--- src/rtl/debug_trace_buf.sv ---
// Triggered trace capture buffer: records one selected channel into a circular
// store around a masked-compare trigger, then plays the held window back oldest-first.
module debug_trace_buf #(
    parameter int BUS_WIDTH = 64,
    parameter int DEPTH     = 16,
    parameter int CHANNELS  = 2,
    localparam int AW = $clog2(DEPTH),
    localparam int SW = (CHANNELS > 1) ? $clog2(CHANNELS) : 1
) (
    input  logic                          clk,
    input  logic                          rst,
    input  logic [CHANNELS*BUS_WIDTH-1:0] ch_data,
    input  logic [CHANNELS-1:0]           ch_valid,
    input  logic [SW-1:0]                 ch_sel,
    input  logic                          arm,
    input  logic [BUS_WIDTH-1:0]          trig_value,
    input  logic [BUS_WIDTH-1:0]          trig_mask,
    input  logic [AW:0]                   post_count,
    input  logic                          rd_en,
    output logic [BUS_WIDTH-1:0]          rd_data,
    output logic                          rd_valid,
    output logic                          busy,
    output logic                          done,
    output logic [AW:0]                   count
);

    typedef enum logic [1:0] {IDLE, ARMED, POST, DONE} state_t;

    localparam logic [AW:0] DEPTH_C = (AW+1)'(DEPTH);

    state_t                 state_q, state_d;
    logic [AW-1:0]          wptr_q, wptr_d;
    logic [AW-1:0]          rptr_q, rptr_d;
    logic [AW:0]            count_q, count_d;
    logic [SW-1:0]          sel_q, sel_d;
    logic [AW:0]            post_q, post_d;
    logic [AW:0]            rem_q, rem_d;
    logic [BUS_WIDTH-1:0]   rd_data_q;
    logic                   rd_valid_q;
    logic                   wr_en;
    logic                   rd_fire;
    logic                   start;

    logic [BUS_WIDTH-1:0]   mem [DEPTH];
    logic [BUS_WIDTH-1:0]   ch_word [CHANNELS];

    generate
        for (genvar gi = 0; gi < CHANNELS; gi++) begin : g_ch
            assign ch_word[gi] = ch_data[gi*BUS_WIDTH +: BUS_WIDTH];
        end
    endgenerate

    logic [BUS_WIDTH-1:0] sample_word;
    logic                 sample_vld;
    logic                 trig_hit;

    assign sample_word = ch_word[sel_q];
    assign sample_vld  = ch_valid[sel_q];
    assign trig_hit    = ((sample_word ^ trig_value) & trig_mask) == '0;

    always_comb begin
        state_d = state_q;
        wptr_d  = wptr_q;
        rptr_d  = rptr_q;
        count_d = count_q;
        sel_d   = sel_q;
        post_d  = post_q;
        rem_d   = rem_q;
        wr_en   = 1'b0;
        rd_fire = 1'b0;
        start   = 1'b0;

        case (state_q)
            IDLE: begin
                if (arm) start = 1'b1;
            end
            ARMED, POST: begin
                if (sample_vld) begin
                    wr_en   = 1'b1;
                    wptr_d  = wptr_q + 1'b1;
                    count_d = (count_q == DEPTH_C) ? count_q : count_q + 1'b1;
                    if (state_q == ARMED) begin
                        if (trig_hit) begin
                            if (post_q == '0) begin
                                state_d = DONE;
                            end else begin
                                state_d = POST;
                                rem_d   = post_q;
                            end
                        end
                    end else begin
                        rem_d = rem_q - 1'b1;
                        if (rem_q == (AW+1)'(1)) state_d = DONE;
                    end
                    // Oldest held entry sits count entries behind the next write slot.
                    rptr_d = wptr_d - count_d[AW-1:0];
                end
            end
            DONE: begin
                if (arm) begin
                    start = 1'b1;
                end else if (rd_en && count_q != '0) begin
                    rd_fire = 1'b1;
                    rptr_d  = rptr_q + 1'b1;
                    count_d = count_q - 1'b1;
                end
            end
            default: state_d = IDLE;
        endcase

        if (start) begin
            state_d = ARMED;
            wptr_d  = '0;
            count_d = '0;
            sel_d   = (32'(ch_sel) >= CHANNELS) ? '0 : ch_sel;
            post_d  = post_count;
        end
    end

    always_ff @(posedge clk or posedge rst) begin
        if (rst) begin
            state_q    <= IDLE;
            wptr_q     <= '0;
            rptr_q     <= '0;
            count_q    <= '0;
            sel_q      <= '0;
            post_q     <= '0;
            rem_q      <= '0;
            rd_valid_q <= 1'b0;
            rd_data_q  <= '0;
        end else begin
            state_q    <= state_d;
            wptr_q     <= wptr_d;
            rptr_q     <= rptr_d;
            count_q    <= count_d;
            sel_q      <= sel_d;
            post_q     <= post_d;
            rem_q      <= rem_d;
            rd_valid_q <= rd_fire;
            if (rd_fire) rd_data_q <= mem[rptr_q];
        end
    end

    // Storage is left unreset so it maps onto block RAM.
    always_ff @(posedge clk) begin
        if (wr_en) mem[wptr_q] <= sample_word;
    end

    assign rd_data  = rd_data_q;
    assign rd_valid = rd_valid_q;
    assign busy     = (state_q == ARMED) || (state_q == POST);
    assign done     = (state_q == DONE);
    assign count    = count_q;

endmodule

--- config.mk ---
export PLATFORM = sky130hd
export DESIGN_NAME = debug_trace_buf
export DESIGN_NICKNAME = d
export VERILOG_FILES = /design/src/rtl/debug_trace_buf.sv
export SDC_FILE = /design/constraint.sdc
export NUM_CORES = 1
export LEC_CHECK = 0
export BUFFER_PORTS_ARGS = -buffer_cell sky130_fd_sc_hd__buf_4
export CELL_PAD_IN_SITES_DETAIL_PLACEMENT = 2
export CELL_PAD_IN_SITES_GLOBAL_PLACEMENT = 2
export CORE_MARGIN = 4
export CORE_UTILIZATION = 40
export CTS_CLUSTER_SIZE = 25
export DETAILED_ROUTE_END_ITERATION = 8
export GPL_ROUTABILITY_DRIVEN = 0
export PLACE_DENSITY_LB_ADDON = 0.08
export SETUP_SLACK_MARGIN = 0.2
export SLEW_MARGIN = 40
export SYNTH_ARGS = -nofsm -noshare
export SYNTH_HDL_FRONTEND = slang
export SYNTH_SLANG_ARGS = --single-unit
--- constraint.sdc ---
create_clock -name clk -period 6.5 [get_ports clk]
set_input_delay 1.3 -clock clk [delete_from_list [all_inputs] [get_ports clk]]
set_output_delay 1.3 -clock clk [all_outputs]
set_load 0.01 [all_outputs]
; ---- After elaboration in Yosys (flattened, before gate mapping)
; Memory sizes are Yosys's and may differ from the RTL's. A register that Yosys moved wholly into a read port is not among the register bits.
; Cells that the tools add are included.
[totals]
reg_bits = 27
mem_bits_rw = 1024
input_bits = 268
out_inout_bits = 72
elab_cells = 92
memories = 1
[memory_table]
columns = name, depth, word_bits, rd, rd_clocked_by_memory_dff, write_ports, line_no
row1 = mem, 16, 64, 1, 1, 1, 44  ; logic [BUS_WIDTH-1:0] mem [DEPTH];
[op_classes]
add_sub_neg = 6
magnitude_cmp = 2
n_eq_ne = 15
n_mux = 37
bitwise = 3
reduce_logical = 19
[ops]
columns = cell, n
row1 = 2-to-1 mux 64 bit, 3
row2 = AND 64 bit, 1
row3 = logical NOT 64 bit, 1
row4 = XOR 64 bit, 1
row5 = 2-to-1 mux 5 bit, 8
row6 = 2-to-1 mux 4 bit, 6
row7 = AND reduction 4 bit, 4
row8 = 2-to-1 mux 1 bit, 12
row9 = 2-to-1 mux 2 bit, 6
row10 = one-hot mux 5 bit (2 select lines), 1
row11 = "subtractor 5 x 1 -> 5 bit, second input constant", 2
row12 = "!= test 3 bit, second input constant", 3
row13 = "adder 4 x 1 -> 4 bit, second input constant", 2
row14 = "!= test 2 bit, second input constant", 4
row15 = one-hot mux 4 bit (2 select lines), 1
row16 = nonzero test 2 bit, 3
row17 = nonzero test 3 bit, 2
row18 = "adder 5 x 1 -> 5 bit, second input constant", 1
row19 = "== test 5 x 1 -> 1 bit, second input constant", 1
row20 = "== test 5 bit, second input constant", 1
row21 = logical NOT 5 bit, 1
row22 = AND reduction 5 bit, 1
row23 = nonzero test 5 bit, 1
row24 = "== test 2 bit, second input constant", 2
row25 = other kinds (13), 14

; ---- Depth between registers and ports, before layout
; Gate-level depths: netlist of run 1.
[logic_depth]
depth_word = 12
mapped_depth = 12
depth_no_buf = 12

; ---- Worst setup path after synthesis of run 1
; No wires, ideal clock.
[synth_path]
path_type = input-to-reg
startpoint = in ch_valid[1]
endpoint = mem mem[0][0] (enable)
setup_time_ns = 0.429
arrival_time_ns = 3.651
setup_slack_ns = 2.420
stages = 5
n_path_buf = 1
path_cell_list = mux2i_1 -> or2_2 -> clkbuf_1 -> nor3_1 -> and2_1
[synth_between]
elab_chain_cells = 6
[synth_rtl]
columns = item, line_no
row1 = start: declaration, 13  ; input logic [CHANNELS-1:0] ch_valid,
row2 = 2-to-1 mux 1 bit (implied by the code) (2 in a row), 58  ; assign sample_vld = ch_valid[sel_q];
row3 = 2-to-1 mux 1 bit, 78  ; if (sample_vld) begin
row4 = 2-to-1 mux 1 bit, 73  ; case (state_q)
row5 = 2-to-1 mux 1 bit, 146  ; if (wr_en) mem[wptr_q] <= sample_word;
row6 = 2-to-1 mux 1 bit (implied by the code), 146
row7 = end: declaration, 44
; No other way between the ends. The select of a mux whose other input is x is not followed.

; ---- Final worst setup path of run 1
[layout_path]
startpoint = reg sel_q
endpoint = reg rem_q[1]
[layout_between]
elab_chain_cells = 9
elab_cells_between_ends = 11
[layout_rtl]
columns = item, line_no
row1 = start: declaration, 35  ; logic [SW-1:0] sel_q, sel_d;
row2 = start signal: assignment, 136  ; sel_q <= sel_d;
row3 = inverter 1 -> 2 bit (implied by the code), 57  ; assign sample_word = ch_word[sel_q];
row4 = 2-to-1 mux 64 bit (implied by the code) (3 in a row), 57
row5 = net sample_word[43], 53  ; logic [BUS_WIDTH-1:0] sample_word;
row6 = XOR 64 bit, 59  ; assign trig_hit = ((sample_word ^ trig_value) & trig_mask) == '0;
row7 = AND 64 bit, 59
row8 = logical NOT 64 bit, 59
row9 = != test 2 bit (no line), n/a
row10 = AND reduction 4 bit (no line), n/a
row11 = end signal: assignment, 138  ; rem_q <= rem_d;
row12 = end: declaration, 37  ; logic [AW:0] rem_q, rem_d;
; The timed path passes the listed nets, and every way through them passes these cells. The select of a mux whose other input is x is not followed.
; A chain may end at the register's enable or synchronous reset.

==> metrics, run 1 <==
status finished clean; CTS sink cnt 1115; Core Box Area 109000 um2; Buffers on Ports 339; Seq cells post-synth 1115; endpoints failing hold 0; unrepaired setup endpoints after global routing no; worst path required time 7.07 ns; relative slew slack 0.371; critical path capture point type register; root buffer cell clkbuf_16; die width 341 um; largest net degree at the start of global routing 119; worst-path fanout max 20; initial drt markers 2186; Setup violations, final 0; WL final 132 mm; CTS tree yes; Clock transition at path regs 0.06 ns; sequential fraction of the synthesis area 0.746; unique cell type count in the Yosys netlist 50; Worst-Margin Slew 0.944 ns; # fillers 9654; Post-synth EDFFs 1024; Post-CTS Resized 0; H-tree levels 3; CP delay by family, top simple AND/OR/NAND/NOR gates; final max-slew violation count 0; CP bufs+invs 1; largest cells by area after synthesis edfxtp_1, mux4_2, dfrtp_1; Worst Path Arrival 5.07 ns; Main synth FF type edfxtp_1; YS warnings 0; grt total ovfl 0; reg-to-reg startpoint sel_q; Min-Delay Path Class reg -> reg; top-count cell post-synth edfxtp_1; post-route ant nets 0; Post-Syn Area 44300 um2; top cell type's share of synthesized area 0.695; vias per inst 5.61; Clock Tree Buf Depth 3; Post-synth top cells edfxtp_1, mux4_2, mux2_2; vias in the first global route 24900; Register Area 33000 um2; CP peak stage delay 0.69 ns; Synth area leader edfxtp_1; Initial Utilization 0.405; Async S/R FF share, synth 0.0816; Post-CTS Repair Setup Buffers 0; synthesized instance count 1988; DR vias 22400; maxcap violations 0; latest clock arrival within the worst-skew pair 0.70 ns; wire per inst 33.0 um; DRC 0; pwr/cell area 434 nW/um2; CTS Buf Count 117; I/O pin count 340; Syn Nets 2272; multi-input logic area 10800 um2; Crit Path Class reg -> reg; slowest CP cell dfrtp_4; Overall Global Routing Usage 0.228; maximum vdd drop 0.277 mV; Final Cell Area 52700 um2; mean area per synthesized cell 22.3 um2; Critical Path Source sel_q; fmax 223 MHz; nets 2691; ratio of final minimum period to clock period 0.691; placed cell areas 48800 um2; area grow syn2layout 19.1%; clock skew 0.0233 ns; # rows 121; chip height 341 um; first-pass GRT wire length 188 mm; full die area 116000 um2; Min Clock Period, post-route 4.49 ns; hold wc startpoint rd_data[63]; CP Cell Sequence buf_4 > mux2_2 > xor2_1 > a22oi_2 > nand4_1 > nor4_4 > nand3_2 > o31a_1 > o22a_1; Leak 17.8 nW; cts hold-fix bufs 0; layout cell share with drive strength beyond 1 0.408; hpwl dp 79.4 mm; initial antenna violation count 8; drt pass-1 iters 5; setup TNS 0 ns; crit start category register
==> kinds of logic (layout without fill, tap and decap cells) <==
family	Yosys count	after routing	share of synthesized area
simple gates	115	115	0.0132
flops	1115	1115	0.746
other cells	0	3	0
fa+ha+maj	16	16	0.00469
mux	454	454	0.196
buf+inv	133	654	0.0126
xor+xnor	73	73	0.0144
compound gates	82	82	0.0126
==> layout make-up <==
type | count | share of cell area
diodes | 3 | 0.000142
clock buffers | 170 | 0.0628
clock inverters | 51 | 0.00862
inverters | 36 | 0.00266
multi-input cells | 740 | 0.204
flip-flops and latches | 1115 | 0.627
well taps | 1476 | 0.0350
repair buffers | 397 | 0.0598
==> routing by layer <==
metal | share of wire | track usage | wire [um]
met1 | 0.43 | 0.311 | 56100
met2 | 0.49 | 0.379 | 65200
met3 | 0.060 | 0.0453 | 7880
met4 | 0.019 | 0.0528 | 2570
met5 | 0.000068 | 0 | 9
==> state kept, by name, indices dropped and copies added (netlist names) <==
register,cells
mem,1024
rd_data,64
count,5
post_q,5
rem_q,5
rptr_q,4
wptr_q,4
state_q,2
rd_valid,1
sel_q,1
==> worst paths after layout <==
check                              end  slack [ns]  cells after the start
setup / recovery              rem_q[1]        2.01                      9
setup reg to reg              rem_q[1]        2.01                      9
hold / removal             rd_data[63]        0.51                      1
max in group asynchronous    rptr_q[3]        4.68                      3
hold reg to reg            rd_data[63]        0.51                      1
min in group asynchronous   rd_data[5]        0.70                      2
==> report_power, final <==
part           total [mW]  switching [mW]  internal [mW]
Sequential           9.64           0.558           9.08
Clock                6.57            2.77           3.80
Combinational        6.68            3.56           3.12
Total                22.9            6.89           16.0
==> cells in the final DEF (no fill, tap or decap), types with 4 or more instances in the layout <==
cell type,netlist,final
a22oi_1,32,31
clkinvlp_4,0,5
buf_4,2,383
nand3_1,8,8
xor2_1,46,44
dfrtp_4,0,5
ha_1,15,15
edfxtp_1,1024,1024
nand2_1,44,44
o21ai_0,14,14
clkinv_1,0,15
clkbuf_8,0,12
and3_4,0,4
buf_12,0,12
clkbuf_16,0,120
o22ai_1,4,4
dfrtp_1,91,86
bufinv_16,0,7
nor3_1,7,7
nand4_1,8,8
a21oi_1,12,12
inv_1,36,35
mux2i_1,27,26
and2_4,0,12
xnor2_1,27,27
mux4_2,320,320
mux2_2,104,104
nor2_1,18,18
clkinv_2,0,21
clkbuf_1,55,38
==> through the flow <==
| stage | util | instances | hold WS [ns] | total power, mW | setup slack, ns |
|---|---|---|---|---|---|
| floorplan | - | 1988 | 0.462 | 13.9 | 2.42 |
| global placement | 0.446 | 3754 | 0.494 | 16.3 | 1.27 |
| detailed placement | 0.447 | 3759 | 0.501 | 16.6 | 1.60 |
| CTS | 0.481 | 3980 | 0.514 | 23.2 | 1.59 |
| global route | 0.482 | 3985 | 0.534 | 23.9 | 1.84 |
| finish | 0.482 | 3988 | 0.509 | 22.9 | 2.01 |
Power figures use the tool's default switching activity.
==> run 2, diff against run 1 <==
--- a/config.mk
+++ b/config.mk
@@ -5,6 +5,7 @@
 export SDC_FILE = /design/constraint.sdc
 export NUM_CORES = 1
 export LEC_CHECK = 0
+export ABC_AREA = 1
 export BUFFER_PORTS_ARGS = -buffer_cell sky130_fd_sc_hd__buf_4
 export CELL_PAD_IN_SITES_DETAIL_PLACEMENT = 2
 export CELL_PAD_IN_SITES_GLOBAL_PLACEMENT = 2
==> constraint.sdc (replaced) <==
create_clock -name clk -period 4.2 [get_ports clk]
set_input_delay 0.84 -clock clk [delete_from_list [all_inputs] [get_ports clk]]
set_output_delay 0.84 -clock clk [all_outputs]
set_load 0.01 [all_outputs]
==> run 2 against run 1 <==
Setup slack worse by 1.5 ns; combinational power increased by 120%; critical path depth is 6 higher; die area is 2.7% higher; critical endpoint is now rem_q[4]; global-route usage rose by 6.7 points; cell area increased by 3.3%; hold slack worse by 0.35 ns; clock skew rose by 0.016 ns; sequential power rose by 59%; power is 78% higher.
==> metrics, run 2 <==
status finished clean; Main synth FF type edfxtp_1; unrepaired setup endpoints after global routing no; Post-synth top cells edfxtp_1, nor2_1, o21ai_0; full die area 119000 um2 (+2.7%); Post-CTS Resized 0 (unchanged); CTS tree yes; CP Cell Sequence clkinv_2 > buf_12 > nand2_1 > nand2_1 > nor2_1 > o21ai_1 > nor2_1 > nand2_1 > nor2_1 > nand2_1 > nor2_1 > nand2_1 > nand2_1 > nand3_1 > nand2_1; Core Box Area 113000 um2 (+3.1%); reg-to-reg startpoint sel_q; largest cells by area after synthesis edfxtp_1, o21ai_0, nor2_1; Buffers on Ports 339 (unchanged); mean area per synthesized cell 12.4 um2 (-44%); max reg flops 1024 (unchanged); endpoints failing hold 0 (unchanged); fmax 269 MHz (+21%); top cell type's share of synthesized area 0.676 (-0.0184); H-tree levels 3 (unchanged); WL final 180 mm (+36%); Min Clock Period, post-route 3.72 ns (-0.775 ns); relative slew slack 0.390 (+0.0195); Critical Path Source sel_q; CTS Buf Count 118 (+0.85%); # rows 123 (+1.7%); clock skew 0.0390 ns (+0.0157 ns); post-route ant nets 0 (unchanged); Overall Global Routing Usage 0.295 (+0.0673); Sequential Power Share 0.375 (-0.046); nets 4295 (+60%); vias in the first global route 37600 (+51%); Worst-Margin Slew 0.914 ns (-0.0293 ns); crit start category register; initial antenna violation count 15 (+7); chip height 345 um (+1.3%); Leak 19.0 nW (+7.1%); cell mode on critical path nand2_1; drt pass-1 iters 7 (+2); DR vias 33900 (+51%); grt total ovfl 0 (unchanged); largest net degree at the start of global routing 167 (+40%); Post-synth EDFFs 1024 (unchanged); top-count cell post-synth edfxtp_1; maxcap violations 0 (unchanged); CP peak stage delay 0.72 ns (+0.03 ns); net switching power 15.6 mW (+130%); maximum vdd drop 0.560 mV (+100%); synthesized instance count 3677 (+85%); worst path required time 4.81 ns (-2.26 ns); I/O pin count 340 (unchanged); placed insts 5391 (+43%); Worst Path Arrival 4.32 ns (-0.75 ns); Comb pwr share 0.353 (+0.061); initial drt markers 3550 (+62%); Initial Utilization 0.404 (-0.00136); Post-CTS Repair Setup Buffers 0 (unchanged); sequential fraction of the synthesis area 0.726 (-0.0197); most common cell after layout, fill and taps aside edfxtp_1; Seq cells post-synth 1115 (unchanged); unique cell type count in the Yosys netlist 33 (-34%); CP bufs+invs 2 (+1); hpwl dp 104 mm (+32%); pwr/cell area 747 nW/um2 (+72%); worst-path fanout max 39 (+95%); layout cell share with drive strength beyond 1 0.162 (-0.246); slowest CP cell o21ai_1; Syn Nets 3961 (+74%); final max-slew violation count 0 (unchanged); CTS sink cnt 1115 (unchanged); Most flops, register mem; CP delay by family, top simple AND/OR/NAND/NOR gates; Clock transition at path regs 0.07 ns (about the same); root buffer cell clkbuf_16; die width 345 um (+1.3%); switching share of power 0.383 (+0.0819); Clock Tree Buf Depth 3 (unchanged); first-pass GRT wire length 259 mm (+38%); Int Power 25.1 mW (+57%); vias per inst 6.03 (+7.5%); ratio of final minimum period to clock period 0.885 (+0.194); Post-Syn Area 45500 um2 (+2.7%); Power, Total 40.7 mW (+78%); Finished Layout Cells 5618 (+41%); area grow syn2layout 19.8%; DRC 0 (unchanged); Synth area leader edfxtp_1; latest clock arrival within the worst-skew pair 0.73 ns (+0.03 ns); most frequent cells in the layout edfxtp_1, nor2_1, o21ai_0, buf_4, nand2_1; critical path capture point type register; wire per inst 32.0 um (-3.2%); Async S/R FF share, synth 0.0816 (unchanged); Crit Path Class reg -> reg; Min-Delay Path Class in -> async; Clk pwr share 0.272 (-0.015); Setup violations, final 0 (unchanged); cts hold-fix bufs 0 (unchanged); YS warnings 0 (unchanged)
## run 2: cell count changes in the layout (fill, tap and decap cells not counted), sizes merged, moves of 38 or more
cell	before	now
buf	397	459
mux2	107	0
mux4	320	0
nand2	44	400
nand3	9	160
nand3b	2	52
nor2	18	647
o21ai	14	601
o221ai	0	137
o22ai	4	129
xor2	46	8
## run 2: cells by family after synthesis
kind of cell,count (synthesis),share of synthesized area
buffers and inverters,297,0.0265
AND/OR/NAND/NOR,1267,0.114
XOR/XNOR,10,0.00193
AO/OA/AOI/OAI,972,0.127
flip-flops,1115,0.726
adder cells (fa/ha/maj),16,0.00457
## run 2: cell type report
| cell class | instances | area [um2] |
|---|---|---|
| Fill cell | 11100 | 58200 |
| Sequential cell | 1115 | 33000 |
| Multi-Input combinational cell | 2265 | 11400 |
| Timing Repair Buffer | 460 | 3900 |
| Clock buffer | 175 | 3370 |
| Tap cell | 1500 | 1880 |
| Clock inverter | 49 | 696 |
| Inverter | 51 | 225 |
| Antenna cell | 3 | 7.51 |
## run 2: power by group through the flow
stage               combinational, mW  clock (mW)  sequential, mW
floorplan                        7.81           0            15.3
global placement                 13.2           0            15.3
detailed placement               14.1           0            15.5
CTS                              14.4        11.2            15.3
global route                     15.7        11.7            15.4
finish                           14.4        11.1            15.3
## run 2: layer usage
metal | GRT usage | routed length [um] | vias to the layer above | part of all wire
met1 | 0.381 | 72000 | 17900 | 0.40
met3 | 0.0751 | 15300 | 324 | 0.085
met4 | 0.102 | 5900 | 6 | 0.033
met2 | 0.485 | 86200 | 1431 | 0.48
li1 | - | - | 14300 | -
met5 | 0 | 77 | - | 0.00043
## run 2: worst paths after layout
kind	to	slack, ns	cells after the start
max	rem_q[4]	0.48	15
min	post_q[4]	0.15	2
max reg2reg	rem_q[4]	0.48	15
min reg2reg	rd_data[38]	0.49	1
max in group asynchronous	rd_data[14]	3.31	3
min in group clk	post_q[0]	0.31	3
## run 2: metrics by stage
step / TNS, ns / hold slack (ns) / cell area, um2 / setup WS (ns) / utilization
finish: 0 / 0.154 / 54500 / 0.481 / 0.484
global placement: 0 / 0.469 / 50300 / 0.743 / 0.447
CTS: 0 / 0.265 / 54500 / 0.531 / 0.483
detailed placement: 0 / 0.479 / 50400 / 0.524 / 0.447
global route: 0 / 0.208 / 54500 / 0.212 / 0.484
floorplan: -447.78 / 0.464 / 45500 / -0.484 / -
